$ cat src/rtl/bft_leaf_port_pkg.sv
// Shared definitions for the BFT leaf port: packet field helpers,
// output-slot selection encoding and bounce counter limits.
package bft_leaf_port_pkg;

  // Bounce counter width and saturation value.
  localparam int unsigned bounce_cnt_w   = 16;
  localparam logic [15:0] bounce_cnt_max = 16'hFFFF;

  // Which source owns the outbound bus slot in a given cycle.
  typedef enum logic [1:0] {
    SLOT_IDLE   = 2'd0,
    SLOT_BOUNCE = 2'd1,
    SLOT_TX     = 2'd2
  } slot_e;

  // Destination address width for a tree with the given number of leaves.
  function automatic int unsigned addr_width(input int unsigned leaves);
    return (leaves > 1) ? $clog2(leaves) : 1;
  endfunction

  // Packet layout is {valid, dest, payload}; these give the field positions.
  function automatic int unsigned pkt_valid_bit(input int unsigned leaves,
                                                input int unsigned payload);
    return addr_width(leaves) + payload;
  endfunction

  function automatic int unsigned pkt_dest_hi(input int unsigned leaves,
                                              input int unsigned payload);
    return addr_width(leaves) + payload - 1;
  endfunction

  function automatic int unsigned pkt_dest_lo(input int unsigned payload);
    return payload;
  endfunction

  function automatic int unsigned pkt_payload_hi(input int unsigned payload);
    return payload - 1;
  endfunction

endpackage

$ cat src/rtl/bft_leaf_port_sync_fifo.sv
// Synchronous FIFO with first-word-fall-through output.
// Pointers carry one extra wrap bit so full and empty are told apart
// by comparing the MSBs. Push while full and pop while empty are ignored.
module sync_fifo #(
  parameter int width = 8,
  parameter int depth = 16
) (
  input  logic             clk,
  input  logic             reset,
  input  logic             push,
  input  logic [width-1:0] push_data,
  output logic             full,
  input  logic             pop,
  output logic [width-1:0] pop_data,
  output logic             empty
);

  localparam int aw = $clog2(depth);

  logic [aw:0]      wr_ptr_reg;
  logic [aw:0]      rd_ptr_reg;
  logic [aw:0]      wr_ptr_next;
  logic [aw:0]      rd_ptr_next;
  logic             do_push;
  logic             do_pop;
  logic [width-1:0] entry_q [depth];

  assign empty    = (wr_ptr_reg == rd_ptr_reg);
  assign full     = (wr_ptr_reg[aw] != rd_ptr_reg[aw]) &&
                    (wr_ptr_reg[aw-1:0] == rd_ptr_reg[aw-1:0]);
  assign do_push  = push && !full;
  assign do_pop   = pop && !empty;
  // Head entry is visible combinationally so the consumer sees data the
  // cycle after it was written.
  assign pop_data = entry_q[rd_ptr_reg[aw-1:0]];

  // Storage: each entry loads only when the write pointer selects it.
  genvar gi;
  generate
    for (gi = 0; gi < depth; gi++) begin : g_entry
      logic [width-1:0] entry_reg;
      // Capture push data into this slot.
      always_ff @(posedge clk) begin
        if (do_push && (wr_ptr_reg[aw-1:0] == aw'(gi))) begin
          entry_reg <= push_data;
        end
      end
      assign entry_q[gi] = entry_reg;
    end
  endgenerate

  // Next-pointer arithmetic.
  always_comb begin
    wr_ptr_next = wr_ptr_reg;
    rd_ptr_next = rd_ptr_reg;
    if (do_push) wr_ptr_next = wr_ptr_reg + {{aw{1'b0}}, 1'b1};
    if (do_pop)  rd_ptr_next = rd_ptr_reg + {{aw{1'b0}}, 1'b1};
  end

  // Pointer registers; reset empties the FIFO without clearing storage.
  always_ff @(posedge clk) begin
    if (reset) begin
      wr_ptr_reg <= '0;
      rd_ptr_reg <= '0;
    end else begin
      wr_ptr_reg <= wr_ptr_next;
      rd_ptr_reg <= rd_ptr_next;
    end
  end

endmodule

$ cat src/rtl/bft_leaf_port.sv
// Leaf endpoint of the BFT tree. Queues PE sends into a TX FIFO and puts
// them on the switch bus one per cycle; accepts packets addressed to this
// leaf into an RX FIFO. Because the tree has no backpressure, misrouted
// packets and packets that find RX full are bounced straight back onto the
// bus, taking priority over local sends.
module bft_leaf_port
  import bft_leaf_port_pkg::*;
#(
  parameter int num_leaves = 2,
  parameter int payload_sz = 1,
  parameter int addr       = 0,
  parameter int p_sz       = 1 + $clog2(num_leaves) + payload_sz,
  parameter int tx_depth   = 16,
  parameter int rx_depth   = 16
) (
  input  logic                          clk,
  input  logic                          reset,
  input  logic [p_sz-1:0]               bus_i,
  output logic [p_sz-1:0]               bus_o,
  input  logic                          in_valid,
  output logic                          in_ready,
  input  logic [$clog2(num_leaves)-1:0] in_dest,
  input  logic [payload_sz-1:0]         in_payload,
  output logic                          out_valid,
  input  logic                          out_ready,
  output logic [payload_sz-1:0]         out_payload,
  output logic [15:0]                   bounce_cnt
);

  localparam int aw         = $clog2(num_leaves);
  localparam int valid_bit  = pkt_valid_bit(num_leaves, payload_sz);
  localparam int dest_hi    = pkt_dest_hi(num_leaves, payload_sz);
  localparam int dest_lo    = pkt_dest_lo(payload_sz);
  localparam int payload_hi = pkt_payload_hi(payload_sz);
  localparam logic [aw-1:0] my_addr = aw'(addr);

  // Incoming packet fields.
  logic                  bus_valid;
  logic [aw-1:0]         bus_dest;
  logic [payload_sz-1:0] bus_payload;

  assign bus_valid   = bus_i[valid_bit];
  assign bus_dest    = bus_i[dest_hi:dest_lo];
  assign bus_payload = bus_i[payload_hi:0];

  // TX FIFO holds {dest, payload}; the valid bit is added on the way out.
  logic                 tx_push;
  logic                 tx_pop;
  logic                 tx_full;
  logic                 tx_empty;
  logic [p_sz-2:0]      tx_head;

  // RX FIFO holds payload only.
  logic                 rx_push;
  logic                 rx_pop;
  logic                 rx_full;
  logic                 rx_empty;

  logic                 bounce;
  slot_e                slot_sel;
  logic [p_sz-1:0]      bus_o_reg;
  logic [p_sz-1:0]      bus_o_next;
  logic [15:0]          bounce_cnt_reg;

  assign in_ready  = !tx_full;
  assign tx_push   = in_valid && in_ready;
  assign out_valid = !rx_empty;
  assign rx_pop    = out_valid && out_ready;

  // Receive classifier: accept local packets while RX has room (fullness
  // taken before this cycle's pop), bounce everything else that is valid.
  // Traffic arriving during reset is dropped.
  always_comb begin
    rx_push = 1'b0;
    bounce  = 1'b0;
    if (!reset && bus_valid) begin
      if ((bus_dest == my_addr) && !rx_full) begin
        rx_push = 1'b1;
      end else begin
        bounce  = 1'b1;
      end
    end
  end

  // Output slot arbitration: bounce first, then the TX head, else idle.
  always_comb begin
    slot_sel   = SLOT_IDLE;
    tx_pop     = 1'b0;
    bus_o_next = '0;
    if (bounce) begin
      slot_sel   = SLOT_BOUNCE;
      bus_o_next = bus_i;
    end else if (!tx_empty) begin
      slot_sel   = SLOT_TX;
      tx_pop     = 1'b1;
      bus_o_next = {1'b1, tx_head};
    end
  end

  // Registered outbound bus.
  always_ff @(posedge clk) begin
    if (reset) begin
      bus_o_reg <= '0;
    end else begin
      bus_o_reg <= bus_o_next;
    end
  end

  // Saturating bounce counter.
  always_ff @(posedge clk) begin
    if (reset) begin
      bounce_cnt_reg <= '0;
    end else if ((slot_sel == SLOT_BOUNCE) && (bounce_cnt_reg != bounce_cnt_max)) begin
      bounce_cnt_reg <= bounce_cnt_reg + 16'd1;
    end
  end

  assign bus_o      = bus_o_reg;
  assign bounce_cnt = bounce_cnt_reg;

  sync_fifo #(
    .width (p_sz - 1),
    .depth (tx_depth)
  ) u_tx_fifo (
    .clk       (clk),
    .reset     (reset),
    .push      (tx_push),
    .push_data ({in_dest, in_payload}),
    .full      (tx_full),
    .pop       (tx_pop),
    .pop_data  (tx_head),
    .empty     (tx_empty)
  );

  sync_fifo #(
    .width (payload_sz),
    .depth (rx_depth)
  ) u_rx_fifo (
    .clk       (clk),
    .reset     (reset),
    .push      (rx_push),
    .push_data (bus_payload),
    .full      (rx_full),
    .pop       (rx_pop),
    .pop_data  (out_payload),
    .empty     (rx_empty)
  );

endmodule

$ cat config.mk
export PLATFORM = sky130hd
export DESIGN_NAME = bft_leaf_port
export DESIGN_NICKNAME = d
export VERILOG_FILES = /design/src/rtl/bft_leaf_port_pkg.sv /design/src/rtl/bft_leaf_port_sync_fifo.sv /design/src/rtl/bft_leaf_port.sv
export SDC_FILE = /design/constraint.sdc
export NUM_CORES = 1
export LEC_CHECK = 0
export BUFFER_PORTS_ARGS = -buffer_cell sky130_fd_sc_hd__buf_2
export CAP_MARGIN = 10
export CORE_ASPECT_RATIO = 1.75
export CORE_UTILIZATION = 54
export CTS_BUF_LIST = sky130_fd_sc_hd__clkbuf_8 sky130_fd_sc_hd__clkbuf_16
export CTS_CLUSTER_DIAMETER = 40
export CTS_CLUSTER_SIZE = 14
export DETAILED_ROUTE_END_ITERATION = 12
export PLACE_DENSITY = 0.76
export SYNTH_ARGS = -nofsm -noshare
export SYNTH_HDL_FRONTEND = slang
export SYNTH_SLANG_ARGS = --single-unit
$ cat constraint.sdc
create_clock -name clk -period 1.7 [get_ports clk]
set_clock_uncertainty 0.05 [all_clocks]
set_input_delay 0.085 -clock clk [delete_from_list [all_inputs] [get_ports clk]]
set_output_delay 0.085 -clock clk [all_outputs]
set_load 0.05 [all_outputs]
==> impl_metrics.tcl, run 1 <==
set metrics [dict create \
    status "finished, violations left" \
    violations "negative setup slack" \
    criticalPathCategory "register to output port" \
    yosysTopAreaCell "edfxtp_1" \
    worstHoldPathType "input pin to register" \
    first_pass_iters 4 \
    tritoncts "done" \
    cp_max_fo 4 \
    cp_cell_sequence "buf_12 > mux4_2 > mux4_2 > buf_6" \
    synth_ff_type "edfxtp_1" \
    routed_wire_length_per_instance_um 21.0 \
    setup_slack_ps -404 \
    n_antenna_cell 0 \
    track_usage 0.296 \
    synth.area.top_cells "edfxtp_1 (35%), dfxtp_1 (19%), mux4_2 (7.1%)" \
    portBuffers 30 \
    synth_top_family_by_area "simple AND/OR/NAND/NOR gates" \
    die_h_um 117 \
    fin_nets 468 \
    post_drt_via_cell_ratio 6.15 \
    netlist_area_mm2 0.00410 \
    clock_path_buffers 2 \
    final_hold_viol_count 0 \
    max_cap_viol_count 0 \
    fin_crit_sh 1.24 \
    crit_required_ps 1560 \
    pwr-share-seq 0.405 \
    synth_compound_area_frac 0.0831 \
    rows 41 \
    layout-drive-gt1-share 0.532 \
    htreeDepth 3 \
    fmax_mhz 475 \
    r2r_cells 7 \
    yosys_warnings 0 \
    leakage_uw 0.00213 \
    tightest_slew_ps 459 \
    routabilityCongestion 0.816 \
    syn-num-nets 371 \
    slew_headroom 0.694 \
    clk_latency_ps 340 \
    slowest_stage "mux4_2" \
    ys_seq_area_frac 0.542 \
    final-setup-viol-count 53 \
    synthAdderAreaFrac 0.0336 \
    synth-simple-area-share 0.169 \
    grt_pass1_wl_um 16700 \
    grt_antenna_before_repair 0 \
    drt-total-wl_um 11300 \
    synth_top_cell_area_share 0.352 \
    cts_buffers 9 \
    drv_slew 0 \
    switching_share 0.285 \
    crit_top_cell "mux4_2" \
    synth-edff-count 48 \
    ios 31 \
    vias 3316 \
    rsz0062_at_grt "yes" \
    min_period_ps 2100 \
    combinationalPowerShare 0.298 \
    cp-start-kind "register" \
    grt_max_degree 37 \
    design_area_mm2 0.00590 \
    synth_common_cells "edfxtp_1 (48), dfxtp_1 (39), nor2_1 (32)" \
    cts_root_buf "clkbuf_16" \
    dpl.hpwl_um 6610 \
    drtIter0Drc 244 \
    core_region_area_mm2 0.00728 \
    areaGrowthSynthToFinish_pct 44.0 \
    dp.cells 495 \
    async_flop_share 0 \
    largest_reg_flops 32 \
    placed_area_mm2 0.00480 \
    synth-xor-area-share 0.0489 \
    fin_hold_ws_ps 86.6 \
    max_stage_delay_ps 490 \
    fin_cells 539 \
    drc 0 \
    grt_pass1_vias 3415 \
    pwr-share-clk 0.297 \
    ys_ff_latch 87 \
    die-width_um 67.9 \
    clock_sinks 87 \
    netlist_instances 351 \
    cp.buffers_inverters 2 \
    ir_worst_vdd_mv 1.01 \
    worst-path-stages 4 \
    yosysUniqueCellTypes 42 \
    die_area_mm2 0.00795 \
    power.internal_uw 4170 \
    synth.avg_cell_area_um2 11.7 \
    start_util 0.563 \
    power_switching_uw 1660 \
    power_density_mw_per_mm2 988 \
    clk_pin_slew_ps 60 \
    synth.most_common_cell "edfxtp_1" \
    critPathTopFamily "multiplexers" \
    arrival_ps 1970 \
    cts_hold_buffers 0 \
    critPathCaptureType "output port" \
    synthMuxAreaShare 0.0950 \
    whs_path_depth 1 \
    ant_nets 0 \
    grt-ovfl-total 0 \
]
## area by class of cell
type / count / area [µm²]
flip-flops and latches: 87 / 2280
inverters: 7 / 26.3
well taps: 86 / 108
clock buffers: 9 / 225
fillers: 396 / 1380
repair buffers: 102 / 825
clock inverters: 7 / 31.3
multi-input cells: 241 / 2410
## cell families (layout without fill, tap and decap cells)
logic type,Yosys count,count (layout)
AOI/OAI and AO/OA,55,59
xor gates and xnor gates,22,22
adders and majority gates,11,11
buffers and inverters,27,125
DFF,87,87
muxes,22,22
and+or+nand+nor,127,127
## power by group through the flow
stage	combinational [µW]	sequential (µW)	clock, µW
finish	1740	2360	1730
global route	1820	2370	1820
CTS	1460	2360	1750
detailed placement	998	2420	0
global placement	973	2420	0
floorplan	609	2450	0
## through the flow
step                      total power, µW  setup WS, ps  TNS (ps)   util
final                                5830          -404     -8090  0.810
after global routing                 6010          -451    -11580  0.810
after CTS                            5570          -401     -3330  0.759
after detailed placement             3420          -171     -3180  0.659
after global placement               3390         -99.6      -835  0.659
after floorplan                      3060         -61.8      -229      -
## worst reg2reg max path, cell delays in order (launching register included)
cell	delay, ps
dfxtp_4	360
buf_4	140
xnor2_2	160
nand4_1	130
buf_6	170
o21a_4	240
or4_4	510
a21oi_1	120
## placed cells by master (no fill, tap or decap), types with 9 or more instances in the layout
master,instances
nor2_1,19
edfxtp_1,48
dfxtp_1,15
ha_1,10
buf_6,21
nand4_1,11
nor2_4,9
buf_2,27
clkbuf_16,9
dfxtp_2,13
dfxtp_4,11
a21oi_1,10
buf_4,49
mux4_2,13
## final timing paths
path	start	end	slack, ps
setup reg to reg	u_rx_fifo.rd_ptr_reg[0]$_SDFFE_PP0P_	bounce_cnt[11]$_SDFFE_PP0P_	-250
setup / recovery	u_rx_fifo.rd_ptr_reg[0]$_SDFFE_PP0P_	out_payload	-400
hold reg to reg	bounce_cnt[11]$_SDFFE_PP0P_	bounce_cnt[11]$_SDFFE_PP0P_	440
hold / removal	in_payload	u_tx_fifo.g_entry[10].entry_reg[0]$_DFFE_PP_	90
## what timing repair did
item | in CTS | in global routing
gates resized for setup | 70 | 75
setup buffers | 20 | 4
hold endpoints to repair | 0 | 0
gates cloned | 5 | 0
setup endpoints to repair | 60 | 82
pin swaps | 26 | 25
## layer usage
metal | track usage | routed length (µm) | vias to the layer above
met5 | 0 | 0 | -
met4 | 0.153 | 447 | 0
met3 | 0.0552 | 403 | 39
met2 | 0.564 | 6620 | 107
met1 | 0.290 | 3830 | 1655
li1 | - | - | 1515
Note: power is estimated with default switching activity, not from simulation.
==> run 2: changes to the inputs <==
--- a/config.mk
+++ b/config.mk
@@ -14,6 +14,7 @@
 export CTS_CLUSTER_SIZE = 14
 export DETAILED_ROUTE_END_ITERATION = 12
 export PLACE_DENSITY = 0.76
+export RECOVER_POWER = 25
 export SYNTH_ARGS = -nofsm -noshare
 export SYNTH_HDL_FRONTEND = slang
 export SYNTH_SLANG_ARGS = --single-unit
==> run 2 against run 1 <==
  * The flow still finishes with violations (negative setup slack)
  * Utilization about the same
  * Cell count is the same
  * Setup slack about the same
  * Wire length barely moved
  * Sequential power hardly changed
  * First-iteration DRC count did not move
  * Cell area barely moved
  * Critical endpoint unchanged
  * Largest cell class unchanged
==> impl_metrics.tcl, run 2 (synthesized netlist as in run 1, its figures left out) <==
set metrics [dict create \
    core_region_area_mm2 0.00728 \
    slowest_stage "mux4_2" \
    layout-drive-gt1-share 0.528 \
    tritoncts "done" \
    fin_tns_setup_ps -8090 \
    critPathCaptureType "output port" \
    routed_wire_length_per_instance_um 21.0 \
    drv_slew 0 \
    areaGrowthSynthToFinish_pct 43.9 \
    power_density_mw_per_mm2 988 \
    cts_root_buf "clkbuf_16" \
    n_antenna_cell 0 \
    drtIter0Drc 244 \
    largest_reg_flops 32 \
    criticalPathCategory "register to output port" \
    cp-start-kind "register" \
    cp_cell_sequence "buf_12 > mux4_2 > mux4_2 > buf_6" \
    ant_nets 0 \
    fin_crit_sh 1.24 \
    crit_required_ps 1560 \
    min-delay-start "reset" \
    first_pass_iters 4 \
    portBuffers 30 \
    grt_pass1_wl_um 16700 \
    slew_headroom 0.545 \
    die-width_um 67.9 \
    whs_path_depth 3 \
    final-setup-viol-count 53 \
    die_h_um 117 \
    final_cell_mix "buf_4 (49), edfxtp_1 (48), buf_2 (25), buf_6 (21), nor2_1 (19)" \
    rr_endpoint "bounce_cnt[11]$_SDFFE_PP0P_" \
    cp_max_fo 4 \
    min_period_ps 2100 \
    fin_cells 539 \
    dp.cells 495 \
    die_area_mm2 0.00795 \
    worstHoldPathType "input pin to register" \
    clk_pin_slew_ps 60 \
    setup_slack_ps -404 \
    clock_sinks 87 \
    r2r_setup_slack_ps -250 \
    violations "negative setup slack" \
    holdPathEnd "u_rx_fifo.rd_ptr_reg[1]$_SDFFE_PP0P_" \
    status "finished, violations left" \
    start_util 0.563 \
    drc 0 \
    grt-ovfl-total 0 \
    track_usage 0.296 \
    max_cap_viol_count 0 \
    ir_worst_vdd_mv 1.01 \
    p_total_uw 5830 \
    max_stage_delay_ps 490 \
    layout_commonest_cell "buf_4" \
    crit_top_cell "mux4_2" \
    grt_pass1_vias 3415 \
    vias 3319 \
    post_drt_via_cell_ratio 6.16 \
    grt_max_degree 37 \
    leakage_uw 0.00213 \
    cts_buffers 9 \
    final_hold_viol_count 0 \
    dpl.hpwl_um 6610 \
    arrival_ps 1970 \
    clk_latency_ps 340 \
    rsz0062_at_grt "yes" \
    tightest_slew_ps 683 \
    r2r_cells 7 \
    nFillCells 398 \
    ios 31 \
    rows 41 \
    routabilityCongestion 0.816 \
    fmax_mhz 475 \
    crit-reg2reg-launch "u_rx_fifo.rd_ptr_reg[0]$_SDFFE_PP0P_" \
    drt-total-wl_um 11300 \
    clock_path_buffers 2 \
    fin_nets 468 \
    grt_antenna_before_repair 0 \
    htreeDepth 3 \
]
==> run 2: changes by cell type in the layout (fill, tap and decap cells not counted) <==
cell,change
clkbuf_1,+2
buf_2,-2
==> run 2: what timing repair did <==
action	in CTS	in global routing
setup endpoints to repair	60	82
resized for setup	70	75
gates cloned	5	0
endpoints found under the hold margin	0	0
pin swaps	26	25
hold buffers	0	0
setup buffers	20	4
==> run 2: metrics by stage <==
| step | cell area, µm² | utilization | setup slack, ps | hold WS [ps] |
|---|---|---|---|---|
| global placement | 4800 | 0.659 | -99.6 | 358 |
| finish | 5900 | 0.810 | -404 | 90.3 |
| floorplan | 4310 | - | -61.8 | 134 |
| global route | 5900 | 0.810 | -451 | 96.8 |
| CTS | 5530 | 0.759 | -401 | 43.7 |
| detailed placement | 4800 | 0.659 | -171 | 371 |
==> run 2: power by group <==
group / leakage, µW / total, µW / switching (µW) / internal, µW
clock: 0.000127 / 1730 / 771 / 961
combinational: 0.00124 / 1730 / 819 / 916
sequential: 0.000764 / 2360 / 74.5 / 2290
total: 0.00213 / 5830 / 1660 / 4170
==> run 2: final cells by class <==
class	count	area (µm²)	area share
clock buffer	9	225	0.0382
clock inverter	7	31.3	0.00530
inverter	7	26.3	0.00445
multi-input combinational	241	2410	0.408
sequential	87	2280	0.387
tap	86	108	0.0182
timing repair buffer	102	822	0.139
==> run 2: how the worst max path moves through the flow <==
stage,slack (ps),endpoint,cells past startpoint,start
floorplan,-60,bounce_cnt[7]$_SDFFE_PP0P_,7,bounce_cnt[1]$_SDFFE_PP0P_
global placement,-100,out_payload,4,u_rx_fifo.rd_ptr_reg[0]$_SDFFE_PP0P_
detailed placement,-170,u_tx_fifo.wr_ptr_reg[3]$_SDFFE_PP0P_,5,u_tx_fifo.rd_ptr_reg[1]$_SDFFE_PP0P_
CTS,-400,out_payload,4,u_rx_fifo.rd_ptr_reg[0]$_SDFFE_PP0P_
global route,-450,out_payload,4,u_rx_fifo.rd_ptr_reg[0]$_SDFFE_PP0P_
finish,-400,out_payload,4,u_rx_fifo.rd_ptr_reg[0]$_SDFFE_PP0P_
==> run 2: worst max-delay path, delay by kind of cell, from the launching register on <==
family | cells | cell delay [ps]
buffers and inverters | 2 | 280
flip-flops | 1 | 380
multiplexers | 2 | 970
==> run 2: per-layer routing <==
layer / global-route usage / wire length, µm / vias up
met2: 0.564 / 6620 / 107
li1: - / - / 1515
met3: 0.0552 / 404 / 39
met5: 0 / 0 / -
met1: 0.290 / 3830 / 1658
met4: 0.153 / 447 / 0
